`config.mk`:
```
export PLATFORM = sky130hd
export DESIGN_NAME = psi_seq_merge
export DESIGN_NICKNAME = d
export VERILOG_FILES = /design/src/rtl/psi_seq_merge.sv
export SDC_FILE = /design/constraint.sdc
export NUM_CORES = 1
export LEC_CHECK = 0
export BUFFER_PORTS_ARGS = -buffer_cell sky130_fd_sc_hd__buf_2
export CAP_MARGIN = 10
export CORE_MARGIN = 10
export CORE_UTILIZATION = 57
export CTS_BUF_LIST = sky130_fd_sc_hd__clkbuf_2
export DETAILED_ROUTE_END_ITERATION = 8
export MAX_ROUTING_LAYER = met4
export PLACE_DENSITY = 0.85
export SLEW_MARGIN = 10
export SYNTH_ARGS = -nofsm -noshare
export SYNTH_HDL_FRONTEND = slang
export SYNTH_SLANG_ARGS = --single-unit
```
`constraint.sdc`:
```
create_clock -name clk -period 3 [get_ports clk]
set_input_delay 0.45 -clock clk [delete_from_list [all_inputs] [get_ports clk]]
set_output_delay 0.45 -clock clk [all_outputs]
set_load 0.01 [all_outputs]
```
`src/rtl/psi_seq_merge.sv`:
```
// psi_seq_merge: running intersection of N strictly ascending party sets,
// merged one party at a time against an accumulator with a two-pointer walk.
module psi_seq_merge #(
    parameter int W = 4,
    parameter int K = 4,
    parameter int N = 8
) (
    input  logic                   clk,
    input  logic                   rst,
    input  logic                   in_valid,
    output logic                   in_ready,
    input  logic [W*K-1:0]         in_set,
    output logic                   out_valid,
    input  logic                   out_ready,
    output logic [W*K-1:0]         o,
    output logic [$clog2(K+1)-1:0] o_count,
    output logic                   busy,
    output logic [1:0]             dbg_state_o,
    output logic [$clog2(N+1)-1:0] dbg_pcnt_o,
    output logic [$clog2(K+1)-1:0] dbg_acnt_o,
    output logic [W*K-1:0]         dbg_a_o
);
    // Handshakes: a party set transfers on a rising edge with in_valid && in_ready;
    // the result transfers on a rising edge with out_valid && out_ready, and
    // o/o_count stay stable while out_valid is high and out_ready is low.

    localparam int CW = $clog2(K+1);
    localparam int PW = $clog2(N+1);
    localparam int IW = (K > 1) ? $clog2(K) : 1;
    localparam logic [CW-1:0] K_C = CW'(K);
    localparam logic [PW-1:0] N_C = PW'(N);

    typedef enum logic [1:0] {
        ACCEPT = 2'd0,
        MERGE  = 2'd1,
        DONE   = 2'd2
    } state_e;

    state_e        state_q, state_d;
    logic [W-1:0]  a_q [K];
    logic [W-1:0]  a_d [K];
    logic [W-1:0]  s_q [K];
    logic [W-1:0]  s_d [K];
    logic [W-1:0]  b_q [K];
    logic [W-1:0]  b_d [K];
    logic [CW-1:0] acnt_q, acnt_d;
    logic [CW-1:0] ncnt_q, ncnt_d;
    logic [CW-1:0] i_q, i_d;
    logic [CW-1:0] j_q, j_d;
    logic [PW-1:0] pcnt_q, pcnt_d;
    logic [W-1:0]  a_el;
    logic [W-1:0]  b_el;
    logic [W*K-1:0] a_flat;

    always_comb begin
        state_d = state_q;
        acnt_d  = acnt_q;
        ncnt_d  = ncnt_q;
        i_d     = i_q;
        j_d     = j_q;
        pcnt_d  = pcnt_q;
        for (int k = 0; k < K; k++) begin
            a_d[k] = a_q[k];
            s_d[k] = s_q[k];
            b_d[k] = b_q[k];
        end
        // Pointer bounds are checked before these elements are used.
        a_el = a_q[i_q[IW-1:0]];
        b_el = b_q[j_q[IW-1:0]];

        case (state_q)
            ACCEPT: begin
                if (in_valid) begin
                    for (int k = 0; k < K; k++) b_d[k] = in_set[W*k +: W];
                    if (pcnt_q == '0) begin
                        for (int k = 0; k < K; k++) a_d[k] = in_set[W*k +: W];
                        acnt_d  = K_C;
                        pcnt_d  = PW'(1);
                        state_d = (N == 1) ? DONE : ACCEPT;
                    end else begin
                        i_d     = '0;
                        j_d     = '0;
                        ncnt_d  = '0;
                        state_d = MERGE;
                    end
                end
            end
            MERGE: begin
                if ((i_q < acnt_q) && (j_q < K_C)) begin
                    if (a_el == b_el) begin
                        s_d[ncnt_q[IW-1:0]] = a_el;
                        ncnt_d = ncnt_q + CW'(1);
                        i_d    = i_q + CW'(1);
                        j_d    = j_q + CW'(1);
                    end else if (a_el < b_el) begin
                        i_d = i_q + CW'(1);
                    end else begin
                        j_d = j_q + CW'(1);
                    end
                end else begin
                    // Staging slots past ncnt may hold stale matches from earlier parties.
                    for (int k = 0; k < K; k++) a_d[k] = (CW'(k) < ncnt_q) ? s_q[k] : '0;
                    acnt_d  = ncnt_q;
                    pcnt_d  = pcnt_q + PW'(1);
                    state_d = ((pcnt_q + PW'(1)) == N_C) ? DONE : ACCEPT;
                end
            end
            DONE: begin
                if (out_ready) begin
                    for (int k = 0; k < K; k++) a_d[k] = '0;
                    acnt_d  = '0;
                    pcnt_d  = '0;
                    state_d = ACCEPT;
                end
            end
            default: state_d = ACCEPT;
        endcase
    end

    always_ff @(posedge clk) begin
        if (rst) begin
            state_q <= ACCEPT;
            acnt_q  <= '0;
            ncnt_q  <= '0;
            i_q     <= '0;
            j_q     <= '0;
            pcnt_q  <= '0;
            for (int k = 0; k < K; k++) begin
                a_q[k] <= '0;
                s_q[k] <= '0;
                b_q[k] <= '0;
            end
        end else begin
            state_q <= state_d;
            acnt_q  <= acnt_d;
            ncnt_q  <= ncnt_d;
            i_q     <= i_d;
            j_q     <= j_d;
            pcnt_q  <= pcnt_d;
            for (int k = 0; k < K; k++) begin
                a_q[k] <= a_d[k];
                s_q[k] <= s_d[k];
                b_q[k] <= b_d[k];
            end
        end
    end

    always_comb begin
        a_flat = '0;
        for (int k = 0; k < K; k++) a_flat[W*k +: W] = a_q[k];
    end

    assign in_ready    = (state_q == ACCEPT);
    assign busy        = (state_q == MERGE);
    assign out_valid   = (state_q == DONE);
    assign o           = out_valid ? a_flat : '0;
    assign o_count     = out_valid ? acnt_q : '0;
    assign dbg_state_o = state_q;
    assign dbg_pcnt_o  = pcnt_q;
    assign dbg_acnt_o  = acnt_q;
    assign dbg_a_o     = a_flat;

endmodule

```
## After elaboration in Yosys (flattened, before gate mapping)

Memories as Yosys holds them, arrays and structs flattened. A register that Yosys moved wholly into a read port is not among the register bits.
Cells that the tools add are included.

| operators by class | value |
|---|---|
| add/sub/neg operators | 4 |
| order comparisons | 9 |
| equality and inequality tests | 15 |
| muxes and demuxes | 67 |
| bitwise operators | 13 |
| reduce and logical (&&, ||, !) cells | 12 |

Operator list:

| operator | count |
|---|---|
| $mux W16 | 10 |
| $mux W4 | 21 |
| $pmux W16 S3 | 1 |
| $mux W3 | 15 |
| $reduce_and A5 Y1 | 4 |
| $pmux W3 S2 | 3 |
| $bwmux W16 | 1 |
| $mux W2 | 8 |
| $or A1 B1 Y1 | 12 |
| $pmux W4 S3 | 1 |
| $add A3 B1 Y3 const B | 3 |
| $pmux W3 S3 | 1 |
| $demux W4 S2 | 1 |
| $ne A2 B1 Y1 const B | 4 |
| $ne A2 B2 Y1 const B | 4 |
| $lt A1 B3 Y1 const A | 2 |
| $lt A2 B3 Y1 const A | 2 |
| $pmux W2 S3 | 1 |
| $reduce_and A3 Y1 | 2 |
| $add A4 B1 Y4 const B | 1 |
| $eq A4 B4 Y1 | 1 |
| $eq A4 B4 Y1 const B | 1 |
| $logic_not A4 Y1 | 1 |
| $lt A4 B4 Y1 | 1 |
| 15 further kinds | 19 |

| storage, ports and cells | value |
|---|---|
| register bits after elaboration | 18 |
| bits in writable memories | 48 |
| input port bits | 20 |
| output and inout bits | 47 |
| word-level logic and storage cells | 129 |
| memories | 3 |

Memories:

| memory | words | width | read ports | clocked after memory_dff | write ports | line | source |
|---|---|---|---|---|---|---|---|
| a_q | 4 | 4 | 5 | 1 | 4 | 40 | `logic [W-1:0] a_q [K];` |
| b_q | 4 | 4 | 1 | 1 | 4 | 44 | `logic [W-1:0] b_q [K];` |
| s_q | 4 | 4 | 4 | 0 | 4 | 42 | `logic [W-1:0] s_q [K];` |

## Logic depth before layout (Yosys ltp)

Gate-level depths: netlist of run 1.

| depth | value |
|---|---|
| word-level depth | 10 |
| gate-level depth with buffers | 9 |
| depth with buffers taken out | 8 |

## Worst setup path before layout of run 1

OpenSTA, ideal clock, no wires.

| timing | value |
|---|---|
| kind | reg2reg |
| start point | reg with a tool-made name |
| end point | mem s_q[0][0] |
| setup time | 0.132 ns |
| arrival | 2.429 ns |
| required time | 2.868 ns |
| path slack | 0.439 ns |
| stages on the path, launching flop included | 9 |
| buffers on the path | 1 |
| period minus slack after synthesis | 2.561 ns |
| cell sequence | dfxtp_1 -> mux4_2 -> ha_1 -> nand4_1 -> a2111oi_0 -> clkbuf_1 -> nand2_1 -> nand2_1 -> a21oi_1 |

RTL lines:

| element | line |
|---|---|
| end, declared | 42 |

==> load_flow_metrics.sql, run 1 <==
INSERT INTO impl_metrics (metric_group, metric, value, unit) VALUES
('status', 'status', 'complete, no violations', ''),
('die', 'die-height', '98.7', 'um'),
('power', 'register_share_of_total_power', '0.490', ''),
('placement', 'dp_hpwl', '7280', 'um'),
('grt', 'first_global_vias', '2978', ''),
('sta', 'worst_clock_skew', '36.3', 'ps'),
('drt', 'route.vias.total', '3171', ''),
('min_path', 'hold_depth', '2', ''),
('drt', 'number_of_routed_nets_with_antenna_violations', '0', ''),
('final_layout', 'most_frequent_cells_in_the_layout', 'buf_2 (66), dfxtp_1 (54), a21oi_1 (40)', ''),
('die', 'die_w', '98.7', 'um'),
('synth', 'syn_avg_cell_area', '9.14', 'um^2'),
('power', 'pwr-share-clk', '0.349', ''),
('synth', 'synth.distinct_cells', '40', ''),
('final_layout', 'diodes', '0', ''),
('sta', 'post-route-min-period', '2760', 'ps'),
('drt', 'route.detailed.vias_per_inst', '5.98', ''),
('die', 'starting_density_of_the_core', '0.593', ''),
('power', 'power_leakage', '1.73', 'nW'),
('cts', 'cts-hold-fix-buffers', '0', ''),
('final_layout', 'nNetsFinal', '489', ''),
('final_layout', 'final_common_cell', 'buf_2', ''),
('synth', 'synth_seq_cells', '70', ''),
('placement', 'gpl.final_weighted_congestion', '0.950', ''),
('synth', 'yosys_warnings', '0', ''),
('grt', 'grt_overflow_total', '0', ''),
('sta', 'maxClockFrequency', '363', 'MHz'),
('sta', 'tightest_slew', '715', 'ps'),
('final_layout', 'final_core_util', '0.688', ''),
('drt', 'drcViolationCount', '0', ''),
('drt', 'drt_iter0_drc', '297', ''),
('grt', 'grt_pass1_wl', '15300', 'um'),
('drt', 'avgRoutedWirePerCell', '18.2', 'um'),
('worst_setup_path', 'crit_type', 'reg -> reg', ''),
('drt', 'drtPass1Iterations', '5', ''),
('synth', 'post_synth_instance_area', '0.00353', 'mm^2'),
('die', 'io_pins', '67', ''),
('power', 'post-layout-total-power', '2.17', 'mW'),
('worst_setup_path', 'crit_path_end_kind', 'flop', ''),
('cts', 'tritoncts_clock_tree', 'done', ''),
('grt', 'antenna_found_initial', '0', ''),
('synth', 'synth-async-reset-ratio', '0', ''),
('sta', 'rsz0062_at_grt', 'no', ''),
('grt', 'globalRouteTotalUtil', '0.200', ''),
('cts', 'cts_root_buffer', 'clkbuf_2', ''),
('sta', 'report.final.hold_viol_count', '0', ''),
('worst_setup_path', 'crit_arrival', '3230', 'ps'),
('synth', 'syn_nets', '425', ''),
('synth', 'synthCells', '386', ''),
('final_layout', 'fraction_of_layout_cells_with_a_size_suffix_above_1', '0.215', ''),
('drt', 'drt-total-wl', '9650', 'um'),
('power', 'power_frac_comb', '0.161', ''),
('worst_setup_path', 'cp_launch_type', 'flop', ''),
('cts', 'cts-root-to-sink-buffers', '2', ''),
('cts', 'cts_buffers', '9', ''),
('sta', 'fin_setup_tns', '0', 'ps'),
('power', 'power.density_cell_area', '529', 'mW/mm^2'),
('die', 'row_count', '28', ''),
('grt', 'grt_max_degree', '47', ''),
('cts', 'cts-htree-levels', '3', ''),
('synth', 'synth_enable_flop_cells', '16', ''),
('final_layout', 'layout-area-overhead-vs-synth', '16.1', '%'),
('worst_setup_path', 'worst-r2r-cell-count', '7', ''),
('placement', 'dpl.cell_count', '514', ''),
('sta', 'slew_violations', '0', ''),
('final_layout', 'final.fill_count', '464', ''),
('final_layout', 'final-instance-count-excl-fill', '530', ''),
('cts', 'post_cts.repair.setup_buffers', '0', ''),
('sta', 'post-route-period-util', '0.918', ''),
('power', 'power.share.switching', '0.293', ''),
('worst_setup_path', 'setup_slack_reg_to_reg', '240', 'ps');
kinds of logic (layout without fill, tap and decap cells):
family,Yosys count,in the layout,share of synthesized area
fa+ha+maj,19,19,0.0674
flops,70,70,0.442
buf+inv,44,113,0.0493
mux,17,17,0.0766
simple gates,153,153,0.222
xor+xnor,2,2,0.00496
compound gates,81,81,0.138
sequential cells by signal, summed over array words and instances (netlist names), named ones only:
| signal | count |
|---|---|
| dbg_pcnt_o | 4 |
| s_q | 16 |
| b_q | 16 |
| i_q | 3 |
| j_q | 3 |
| dbg_acnt_o | 3 |
| ncnt_q | 3 |
| dbg_state_o | 2 |
| a_q | 16 |
worst min path at each step:
| stage | from | slack (ps) | to |
|---|---|---|---|
| floorplan | s_q[0][0] | 440 | s_q[0][0] |
| global placement | s_q[2][0] | 440 | s_q[2][0] |
| detailed placement | s_q[0][3] | 450 | s_q[0][3] |
| CTS | in_set[3] | 160 | b_q[0][3] |
| global route | in_set[1] | 160 | b_q[0][1] |
| finish | in_set[3] | 170 | b_q[0][3] |
layout make-up:
cell class	count	share of cell area
timing repair buffer	72	0.0916
multi-input combinational	272	0.440
clock inverter	7	0.0311
clock buffer	9	0.0110
inverter	25	0.0229
sequential	70	0.381
tap	75	0.0229
metrics by stage:
stage	hold slack [ps]	area, um^2	worst slack, ps
floorplan	436	3530	439
global placement	442	3930	330
detailed placement	446	3930	221
CTS	161	4100	199
global route	165	4100	90.0
finish	172	4100	245
synthesized netlist by cell type (2+ instances only):
cell type | instances | area (um^2)
dfxtp_1 | 54 | 1080
a21oi_1 | 40 | 200
nand2_1 | 38 | 143
and2_1 | 28 | 175
inv_1 | 23 | 86.3
nand3_1 | 21 | 105
ha_1 | 19 | 238
nor2_1 | 19 | 71.3
clkbuf_1 | 17 | 63.8
edfxtp_1 | 16 | 480
nor3_1 | 16 | 80.1
nor2b_1 | 11 | 68.8
o21ai_0 | 11 | 55.1
mux2i_1 | 9 | 90.1
a221oi_1 | 8 | 70.1
mux4_2 | 8 | 180
o22ai_1 | 8 | 50.1
or3_1 | 5 | 31.3
nand4_1 | 4 | 25.0
a21o_1 | 3 | 22.5
or4_1 | 3 | 22.5
a211o_1 | 2 | 17.5
a31oi_1 | 2 | 12.5
clkinv_1 | 2 | 7.51
nand2b_1 | 2 | 12.5
nand3b_1 | 2 | 15.0
o31ai_1 | 2 | 15.0
layer usage:
| layer | track usage | up-vias | wire length, um |
|---|---|---|---|
| li1 | - | 1495 | - |
| met1 | 0.243 | 1500 | 3980 |
| met2 | 0.318 | 149 | 4770 |
| met3 | 0.0349 | 27 | 644 |
| met4 | 0.0893 | 0 | 252 |
| met5 | - | - | 0 |
worst max-delay path, cell delays in order (launching register included):
cell and delay [ps]:
dfxtp_1 490, mux4_2 620, ha_1 360, nor2b_1 150, o211ai_1 250, a21boi_1 190
or4_1 460, a21oi_1 180
power by group through the flow:
stage          combinational [mW]  sequential [mW]  clock (mW)
6_report                    0.350             1.06       0.756
5_1_grt                     0.382             1.07       0.801
4_1_cts                     0.347             1.06       0.759
3_5_place_dp                0.344             1.08           0
3_3_place_gp                0.330             1.08           0
2_1_floorplan               0.219             1.08           0
Note: power is estimated with default switching activity, not from simulation.
==> run 2: changes to the inputs <==
--- a/config.mk
+++ b/config.mk
@@ -8,11 +8,11 @@
 export BUFFER_PORTS_ARGS = -buffer_cell sky130_fd_sc_hd__buf_2
 export CAP_MARGIN = 10
 export CORE_MARGIN = 10
-export CORE_UTILIZATION = 57
+export CORE_UTILIZATION = 45
 export CTS_BUF_LIST = sky130_fd_sc_hd__clkbuf_2
 export DETAILED_ROUTE_END_ITERATION = 8
 export MAX_ROUTING_LAYER = met4
-export PLACE_DENSITY = 0.85
+export PLACE_DENSITY = 0.7
 export SLEW_MARGIN = 10
 export SYNTH_ARGS = -nofsm -noshare
 export SYNTH_HDL_FRONTEND = slang
==> run 2 against run 1 <==
Compared with the run above:
- sequential cell count did not move
- clock power fell by 26%
- highest routed layer unchanged
- global-route usage fell by 3.2 points
- critical path depth did not move
- fmax rose by 2.0%
- largest power group unchanged
- routed wire length fell by 3.0%
- cell area fell by 0.27%
- via count fell by 5.3%
- non-clock buffer count rose by 1
- critical path type unchanged
- die area rose by 21%
==> load_flow_metrics.sql, run 2 (synthesis gave the netlist of run 1 again) <==
INSERT INTO impl_metrics (metric_group, metric, value, unit) VALUES
('grt', 'grt_pass1_wl', '15100', 'um'),
('grt', 'grt_max_degree', '42', ''),
('final_layout', 'final_common_cell', 'buf_2', ''),
('final_layout', 'final.fill_count', '748', ''),
('worst_setup_path', 'crit_chain', 'mux4_2, ha_1, and4_1, nor2_1, a21boi_1, o21ai_0, a21oi_1', ''),
('sta', 'slew_violations', '0', ''),
('drt', 'route.vias.total', '3003', ''),
('die', 'die_area', '0.0118', 'mm^2'),
('power', 'worst_vdd_rail_ir_drop', '323', 'uV'),
('final_layout', 'final_core_util', '0.532', ''),
('grt', 'grt_overflow_total', '0', ''),
('placement', 'place.port_buffers', '66', ''),
('worst_setup_path', 'critPathRequiredTime', '3450', 'ps'),
('cts', 'cts_buffers', '9', ''),
('worst_setup_path', 'cp_max_fo', '6', ''),
('grt', 'first_global_vias', '2981', ''),
('final_layout', 'multi_input_area', '0.00180', 'mm^2'),
('die', 'row_count', '32', ''),
('flow_run', 'maxCapViolCount', '0', ''),
('die', 'starting_density_of_the_core', '0.459', ''),
('cts', 'cts-root-to-sink-buffers', '2', ''),
('sta', 'report.final.hold_viol_count', '0', ''),
('cts', 'cts-hold-fix-buffers', '0', ''),
('power', 'power.density_cell_area', '480', 'mW/mm^2'),
('final_layout', 'largestRegisters', 'a_q (16), b_q (16), s_q (16)', ''),
('drt', 'route.detailed.vias_per_inst', '5.38', ''),
('final_layout', 'fraction_of_layout_cells_with_a_size_suffix_above_1', '0.215', ''),
('sta', 'final-setup-viol-count', '0', ''),
('drt', 'avgRoutedWirePerCell', '16.8', 'um'),
('final_layout', 'diodes', '0', ''),
('worst_setup_path', 'critical_path.max_stage_delay', '600', 'ps'),
('worst_setup_path', 'number_of_buffers_and_inverters_on_the_critical_path', '0', ''),
('min_path', 'hp-class', 'in -> reg', ''),
('grt', 'antenna_found_initial', '0', ''),
('sta', 'post-route-min-period', '2700', 'ps'),
('cts', 'clkLatencyLatePin', '510', 'ps'),
('final_layout', 'most_frequent_cells_in_the_layout', 'buf_2 (66), dfxtp_1 (54), a21oi_1 (40)', ''),
('sta', 'maxClockFrequency', '370', 'MHz'),
('drt', 'drcViolationCount', '0', ''),
('drt', 'drt-total-wl', '9360', 'um'),
('drt', 'drt_iter0_drc', '186', ''),
('power', 'power_leakage', '1.70', 'nW'),
('sta', 'fin_setup_tns', '0', 'ps'),
('final_layout', 'seqCellArea', '0.00156', 'mm^2'),
('placement', 'gpl.final_weighted_congestion', '0.894', ''),
('die', 'io_pins', '67', ''),
('cts', 'post_cts.repair.setup_buffers', '0', ''),
('final_layout', 'nNetsFinal', '490', ''),
('cts', 'cts_root_buffer', 'clkbuf_2', ''),
('drt', 'number_of_routed_nets_with_antenna_violations', '0', ''),
('sta', 'tightest_slew', '799', 'ps'),
('cts', 'tritoncts_clock_tree', 'done', ''),
('die', 'die-height', '109', 'um'),
('drt', 'drtPass1Iterations', '4', ''),
('cts', 'post_cts_resized', '0', ''),
('final_layout', 'layout-area-overhead-vs-synth', '15.8', '%'),
('cts', 'clock-sinks', '70', ''),
('cts', 'cts-htree-levels', '3', ''),
('worst_setup_path', 'crit_type', 'reg -> reg', ''),
('worst_setup_path', 'crit_path_end_kind', 'flop', ''),
('die', 'die_w', '109', 'um'),
('die', 'core_region_area', '0.00769', 'mm^2'),
('worst_setup_path', 'crit_family', 'compound AO/OA/AOI/OAI gates', ''),
('worst_setup_path', 'cp_launch_type', 'flop', ''),
('grt', 'globalRouteTotalUtil', '0.168', ''),
('cts', 'clk_pin_slew', '210', 'ps'),
('sta', 'post-route-period-util', '0.900', ''),
('placement', 'dp_hpwl', '7320', 'um'),
('worst_setup_path', 'crit_arrival', '3150', 'ps'),
('sta', 'rsz0062_at_grt', 'no', ''),
('sta', 'relSlewSlack', '0.467', ''),
('sta', 'worst_clock_skew', '29.7', 'ps'),
('status', 'status', 'complete, no violations', ''),
('worst_setup_path', 'worst_path_slowest_cell', 'mux4_2', '');
## run 2: worst paths after layout
kind                   from        end  slack, ps  cells past startpoint
hold / removal    in_set[9]  b_q[2][1]        230                      2
setup / recovery       flop     i_q[0]        300                      7
setup reg to reg       flop     i_q[0]        300                      7
hold reg to reg   s_q[0][2]  s_q[0][2]        470                      2
## run 2: cell type report
cell class / count / area share
multi-input combinational: 272 / 0.440
inverter: 25 / 0.0230
clock buffer: 10 / 0.0122
clock inverter: 6 / 0.0174
timing repair buffer: 73 / 0.0937
tap: 102 / 0.0312
sequential: 70 / 0.382
## run 2: layer usage
metal | global-route usage | vias up | share of wire
met5 | - | - | 0
met4 | 0.0584 | 0 | 0.014
met3 | 0.0256 | 12 | 0.046
met2 | 0.261 | 83 | 0.48
met1 | 0.218 | 1400 | 0.46
li1 | - | 1508 | -
## run 2: per-stage QoR
stage          cells  area [um^2]  setup WS (ps)  total power, mW  hold WS, ps
4_1_cts          558         4090            199             1.98          195
2_1_floorplan    386         3530            439             1.30          436
3_3_place_gp     542         3970            374             1.42          443
6_report         558         4090            300             1.96          226
5_1_grt          558         4090           67.8             2.06          199
3_5_place_dp     542         3970            227             1.42          450
## run 2: power breakdown
group          switching [mW]  total, mW  internal (mW)
Combinational           0.203      0.342          0.139
Clock                   0.359      0.560          0.201
Sequential             0.0424       1.06           1.02
Total                   0.605       1.96           1.36
